## src/rtl/stopwatch_lap.sv

```systemverilog
// BCD stopwatch with tick prescaler, configurable digit count and a lap memory
// with cyclic recall and sticky overflow.
module stopwatch_lap #(
    parameter int unsigned FREQ_MHZ     = 50,
    parameter int unsigned TICK_MS      = 100,
    parameter int unsigned DIV_OVERRIDE = 0,
    parameter int unsigned DIGITS       = 4,
    parameter int unsigned LAP_DEPTH    = 4,
    localparam int unsigned IDX_W       = (LAP_DEPTH > 1) ? $clog2(LAP_DEPTH) : 1,
    localparam int unsigned CNT_W       = $clog2(LAP_DEPTH + 1)
) (
    input  logic                  clk,
    input  logic                  rst,
    input  logic                  start_stop,
    input  logic                  lap,
    input  logic                  recall,
    input  logic                  clr,
    output logic [4*DIGITS-1:0]   bcd,
    output logic                  running,
    output logic                  tick,
    output logic                  overflow,
    output logic [4*DIGITS-1:0]   lap_bcd,
    output logic [IDX_W-1:0]      lap_idx,
    output logic [CNT_W-1:0]      lap_count,
    output logic                  lap_full
);

    localparam int unsigned DIV = (DIV_OVERRIDE != 0) ? DIV_OVERRIDE : FREQ_MHZ * 1000 * TICK_MS;
    localparam int unsigned PW  = (DIV > 1) ? $clog2(DIV) : 1;
    localparam int unsigned W   = 4 * DIGITS;

    typedef enum logic {
        ST_STOPPED = 1'b0,
        ST_RUNNING = 1'b1
    } state_e;

    state_e           state_q, state_d;
    logic [PW-1:0]    presc_q, presc_d;
    logic [W-1:0]     bcd_q, bcd_d;
    logic             ovf_q, ovf_d;
    logic [W-1:0]     mem_q [LAP_DEPTH];
    logic [W-1:0]     mem_d [LAP_DEPTH];
    logic [CNT_W-1:0] cnt_q, cnt_d;
    logic [IDX_W-1:0] idx_q, idx_d;
    logic [W-1:0]     lap_bcd_q, lap_bcd_d;
    logic             run_w, tick_w, capture, carry;

    assign run_w  = (state_q == ST_RUNNING);
    assign tick_w = run_w && (presc_q == PW'(DIV - 1));

    always_comb begin
        state_d = state_q;
        if (start_stop) begin
            state_d = (state_q == ST_RUNNING) ? ST_STOPPED : ST_RUNNING;
        end
    end

    always_comb begin
        presc_d = '0;
        if (run_w && state_d == ST_RUNNING) begin
            presc_d = tick_w ? '0 : presc_q + PW'(1);
        end

        // Ripple-carry BCD increment; a carry out of the top digit is the wrap.
        bcd_d = bcd_q;
        ovf_d = ovf_q;
        carry = tick_w;
        for (int unsigned k = 0; k < DIGITS; k++) begin
            if (carry) begin
                if (bcd_q[4*k +: 4] == 4'd9) begin
                    bcd_d[4*k +: 4] = '0;
                end else begin
                    bcd_d[4*k +: 4] = bcd_q[4*k +: 4] + 4'd1;
                    carry = 1'b0;
                end
            end
        end
        if (carry) begin
            ovf_d = 1'b1;
        end

        capture = run_w && lap && (cnt_q < CNT_W'(LAP_DEPTH));
        mem_d   = mem_q;
        for (int unsigned e = 0; e < LAP_DEPTH; e++) begin
            if (capture && CNT_W'(e) == cnt_q) begin
                mem_d[e] = bcd_q;
            end
        end
        cnt_d = cnt_q + CNT_W'(capture);

        idx_d = idx_q;
        if (recall && cnt_q != '0) begin
            idx_d = (CNT_W'(idx_q) == cnt_q - CNT_W'(1)) ? '0 : idx_q + IDX_W'(1);
        end

        if (clr && !run_w) begin
            bcd_d = '0;
            ovf_d = 1'b0;
            cnt_d = '0;
            idx_d = '0;
        end

        // Selected from next-state values so lap_bcd always agrees with lap_idx/lap_count.
        lap_bcd_d = '0;
        if (cnt_d != '0) begin
            for (int unsigned e = 0; e < LAP_DEPTH; e++) begin
                if (IDX_W'(e) == idx_d) begin
                    lap_bcd_d = mem_d[e];
                end
            end
        end
    end

    always_ff @(posedge clk) begin
        if (rst) begin
            state_q   <= ST_STOPPED;
            presc_q   <= '0;
            bcd_q     <= '0;
            ovf_q     <= 1'b0;
            cnt_q     <= '0;
            idx_q     <= '0;
            lap_bcd_q <= '0;
            for (int unsigned e = 0; e < LAP_DEPTH; e++) begin
                mem_q[e] <= '0;
            end
        end else begin
            state_q   <= state_d;
            presc_q   <= presc_d;
            bcd_q     <= bcd_d;
            ovf_q     <= ovf_d;
            cnt_q     <= cnt_d;
            idx_q     <= idx_d;
            lap_bcd_q <= lap_bcd_d;
            mem_q     <= mem_d;
        end
    end

    assign bcd       = bcd_q;
    assign running   = run_w;
    assign tick      = tick_w;
    assign overflow  = ovf_q;
    assign lap_bcd   = lap_bcd_q;
    assign lap_idx   = idx_q;
    assign lap_count = cnt_q;
    assign lap_full  = (cnt_q == CNT_W'(LAP_DEPTH));

endmodule
```

## config.mk

```make
export PLATFORM = sky130hd
export DESIGN_NAME = stopwatch_lap
export DESIGN_NICKNAME = d
export VERILOG_FILES = /design/src/rtl/stopwatch_lap.sv
export SDC_FILE = /design/constraint.sdc
export NUM_CORES = 1
export LEC_CHECK = 0
export CAP_MARGIN = 20
export CORE_ASPECT_RATIO = 0.5
export CORE_MARGIN = 4
export CORE_UTILIZATION = 52
export CTS_BUF_LIST = sky130_fd_sc_hd__clkbuf_16
export CTS_CLUSTER_DIAMETER = 60
export DETAILED_ROUTE_END_ITERATION = 10
export PLACE_DENSITY = 0.83
export SYNTH_ARGS = -nofsm -noshare
export SYNTH_HDL_FRONTEND = slang
export SYNTH_SLANG_ARGS = --single-unit
```

## constraint.sdc

```tcl
create_clock -name clk -period 2.3 [get_ports clk]
set_input_delay 0.23 -clock clk [delete_from_list [all_inputs] [get_ports clk]]
set_output_delay 0.23 -clock clk [all_outputs]
set_load 0.03 [all_outputs]
```

==> run summary, run 1 <==
Synth warnings = 0
layout cells sized above 1 = 15.7%
setup_tns = 0 ns
vias per inst = 5.66
htree depth = 4
# rows = 26
Hold-fix buffers, CTS = 0
sw frac = 20.8%
sequential share of power = 43.2%
Post-Syn Area = 0.00562 mm²
Die Ht = 81.5 µm
largest net degree at the start of global routing = 66
GRT Residual Overflow = 0
DIE WIDTH = 155 µm
TritonCTS clock tree = built
initial core utilization = 54.1%
cts bufs inserted = 17
Worst-Margin Slew = 0.777 ns
Core Area = 0.0104 mm²
power consumption = 5.08 mW
Min Hold Slack = 0.202 ns
arrival time worst endpoint = 2.52 ns
Antenna Nets Post-Route = 0
endpoints failing setup = 0
Synth Flop Type = dfxtp_1
Max Transition Viols Final = 0
Critical Path Source Type = register
DRC Markers = 0
CTS clock-pin slew for the worst setup and hold paths = 0.06 ns
# fillers = 765
PortBufs = 46
crit-path max FO = 16
Area after DPL = 0.00630 mm²
Max-slew headroom = 48.2%
Final Util = 66.8%
crit share post-route = 97.8%
Crit Path Category = register to register
Worst Hold Class = input pin to register
Synth Register Bits = 126
clock tree sinks = 126
n_diodes = 0
initial antenna violation count = 0
Global Route Usage Sum = 22.0%
VDD IR max = 0.556 mV
status = finished, final reports clean
combinational power share = 2.9%
Leak Pwr = 2.83 nW
GPL Wtd Cong = 0.844
die area = 0.0126 mm²
first-pass GRT wire length = 21.9 mm
Power Dens Cells = 734 mW/mm²
max frequency = 445 MHz
IO Count = 47
Clk Latency, worst-skew pair = 0.41 ns
sequential share of the synthesized area = 44.9%
placed wire-length estimate = 8.21 mm
Cell variety after synth = 56
CP required = 2.57 ns
Mean Syn Cell Area = 9.70 µm²
Int Pwr = 4.03 mW
Post-Route Skew = 0.00981 ns
final wirelength = 13.2 mm
Area growth, synth to finish = 23.3%
Mapped Nets = 594
Final Critical Period = 2.25 ns
Root Driver = clkbuf_16
ys async rst share = 0%
number of flops mapped to enable cells by yosys = 0
final instance area = 0.00693 mm²
Clock Power Share = 53.9%
Synth Instances = 579
clock buffer depth = 2
kind of end point of the critical path = register
nets = 646
NetSw = 1.05 mW
via count = 4428
First-pass DRT Iterations = 5
final hold vios = 0
vias in the first global route = 4386
Max-Cap Viols = 0
drt wl/cell = 16.8 µm
1st-iter DRT viols = 299
-- critical path: stages (launching register included) --
cell	delay, ns
dfxtp_2	0.37
inv_1	0.09
ha_1	0.32
xor2_1	0.26
o2111a_2	0.30
nor4_4	0.04
buf_4	0.23
a222oi_1	0.40
a211oi_1	0.11
-- synth_stat cells, types with 3 or more instances --
| master | number | area, µm² |
|---|---|---|
| a211oi_1 | 16 | 120 |
| a21oi_1 | 13 | 65.1 |
| a222oi_1 | 16 | 160 |
| and2_1 | 7 | 43.8 |
| and3_1 | 5 | 31.3 |
| and4_1 | 5 | 43.8 |
| buf_2 | 16 | 80.1 |
| buf_4 | 4 | 30.0 |
| clkbuf_1 | 18 | 67.6 |
| dfxtp_1 | 126 | 2520 |
| ha_1 | 9 | 113 |
| inv_1 | 10 | 37.5 |
| mux2_2 | 32 | 360 |
| mux2i_1 | 32 | 320 |
| nand2_1 | 16 | 60.1 |
| nand2b_1 | 19 | 119 |
| nand3_1 | 14 | 70.1 |
| nand3b_1 | 4 | 30.0 |
| nand4_1 | 9 | 56.3 |
| nor2_1 | 77 | 289 |
| nor2b_1 | 42 | 263 |
| nor3_1 | 10 | 50.1 |
| nor4_1 | 5 | 31.3 |
| nor4bb_1 | 3 | 30.0 |
| o21ai_0 | 5 | 25.0 |
| xnor2_1 | 17 | 149 |
| xor2_1 | 12 | 105 |
-- kinds of logic after synthesis --
logic type                 synth area share, %
and+or+nand+nor                           23.5
DFF                                       44.9
AOI/OAI and AO/OA                         8.84
muxes                                     12.1
buffers and inverters                     4.10
xor gates and xnor gates                  4.52
adders and majority gates                 2.00
-- cell usage in the layout, fill, tap and decap left out, types with 5 or more instances in the layout --
cell type	n
nand2b_1	19
mux2i_1	32
inv_1	12
clkbuf_16	17
xnor2_1	17
and4_1	5
a211oi_1	16
and2_1	7
nand2_1	16
clkdlybuf4s50_1	44
nor2_1	77
mux2_2	32
o21ai_0	5
nor4_1	5
ha_1	9
nand4_1	9
xor2_1	12
nor2b_1	42
nor3_1	10
a222oi_1	16
buf_4	24
nand3_1	14
dfxtp_1	124
a21oi_1	13
-- final cells by class --
type                    count  area [µm²]  share of cell area, %
flip-flops and latches    126        2520                   36.4
clock buffers              17         425                   6.14
clock inverters            14         178                   2.56
repair buffers             73         706                   10.2
well taps                 140         175                   2.53
multi-input cells         403        2880                   41.6
inverters                  10        37.5                  0.542
-- sequential cells by signal, indices dropped and copies added (netlist names) --
| name | cells |
|---|---|
| mem_q | 64 |
| presc_q | 23 |
| lap_idx | 2 |
| lap_count | 3 |
| running | 1 |
| bcd | 16 |
| overflow | 1 |
| lap_bcd | 16 |
-- what timing repair did --
action	in CTS	in global routing
endpoints found under the setup margin	1	9
pin swaps	1	1
hold endpoints to repair	0	0
gates resized for setup	1	3
setup buffers	1	0
-- metal layers --
| metal | routed length [µm] | global-route usage [%] |
|---|---|---|
| met2 | 6130 | 36.6 |
| met5 | 0 | 0 |
| met3 | 806 | 5.32 |
| met1 | 6060 | 28.7 |
| met4 | 195 | 6.87 |
-- worst paths after layout --
path	startpoint	endpoint	slack, ns	depth (start not counted)
max	lap_count[1]	lap_bcd[8]	0.05	8
min reg2reg	overflow	overflow	0.48	1
min	rst	overflow	0.20	3
max reg2reg	lap_count[1]	lap_bcd[8]	0.05	8
-- power by group through the flow --
stage          Sequential, mW  Clock, mW  Combinational [mW]
2_1_floorplan            2.25          0              0.0854
3_3_place_gp             2.24          0               0.143
3_5_place_dp             2.24          0               0.144
4_1_cts                  2.19       2.77               0.146
5_1_grt                  2.19       2.87               0.160
6_report                 2.19       2.74               0.149
-- stage by stage --
| stage | instances | worst slack (ns) |
|---|---|---|
| 2_1_floorplan | 579 | 0.0927 |
| 3_3_place_gp | 751 | 0.180 |
| 3_5_place_dp | 751 | 0.0962 |
| 6_report | 783 | 0.0506 |
| 4_1_cts | 783 | 0.0530 |
| 5_1_grt | 783 | -0.00500 |
Power figures use the tool's default switching activity.
==> inputs of run 2 (changes only) <==
--- a/config.mk
+++ b/config.mk
@@ -12,6 +12,7 @@
 export CTS_BUF_LIST = sky130_fd_sc_hd__clkbuf_16
 export CTS_CLUSTER_DIAMETER = 60
 export DETAILED_ROUTE_END_ITERATION = 10
+export GPL_ROUTABILITY_DRIVEN = 0
 export PLACE_DENSITY = 0.83
 export SYNTH_ARGS = -nofsm -noshare
 export SYNTH_HDL_FRONTEND = slang
==> results of run 2 <==
The final DEF is identical to that of run 1; final timing and power are the same.
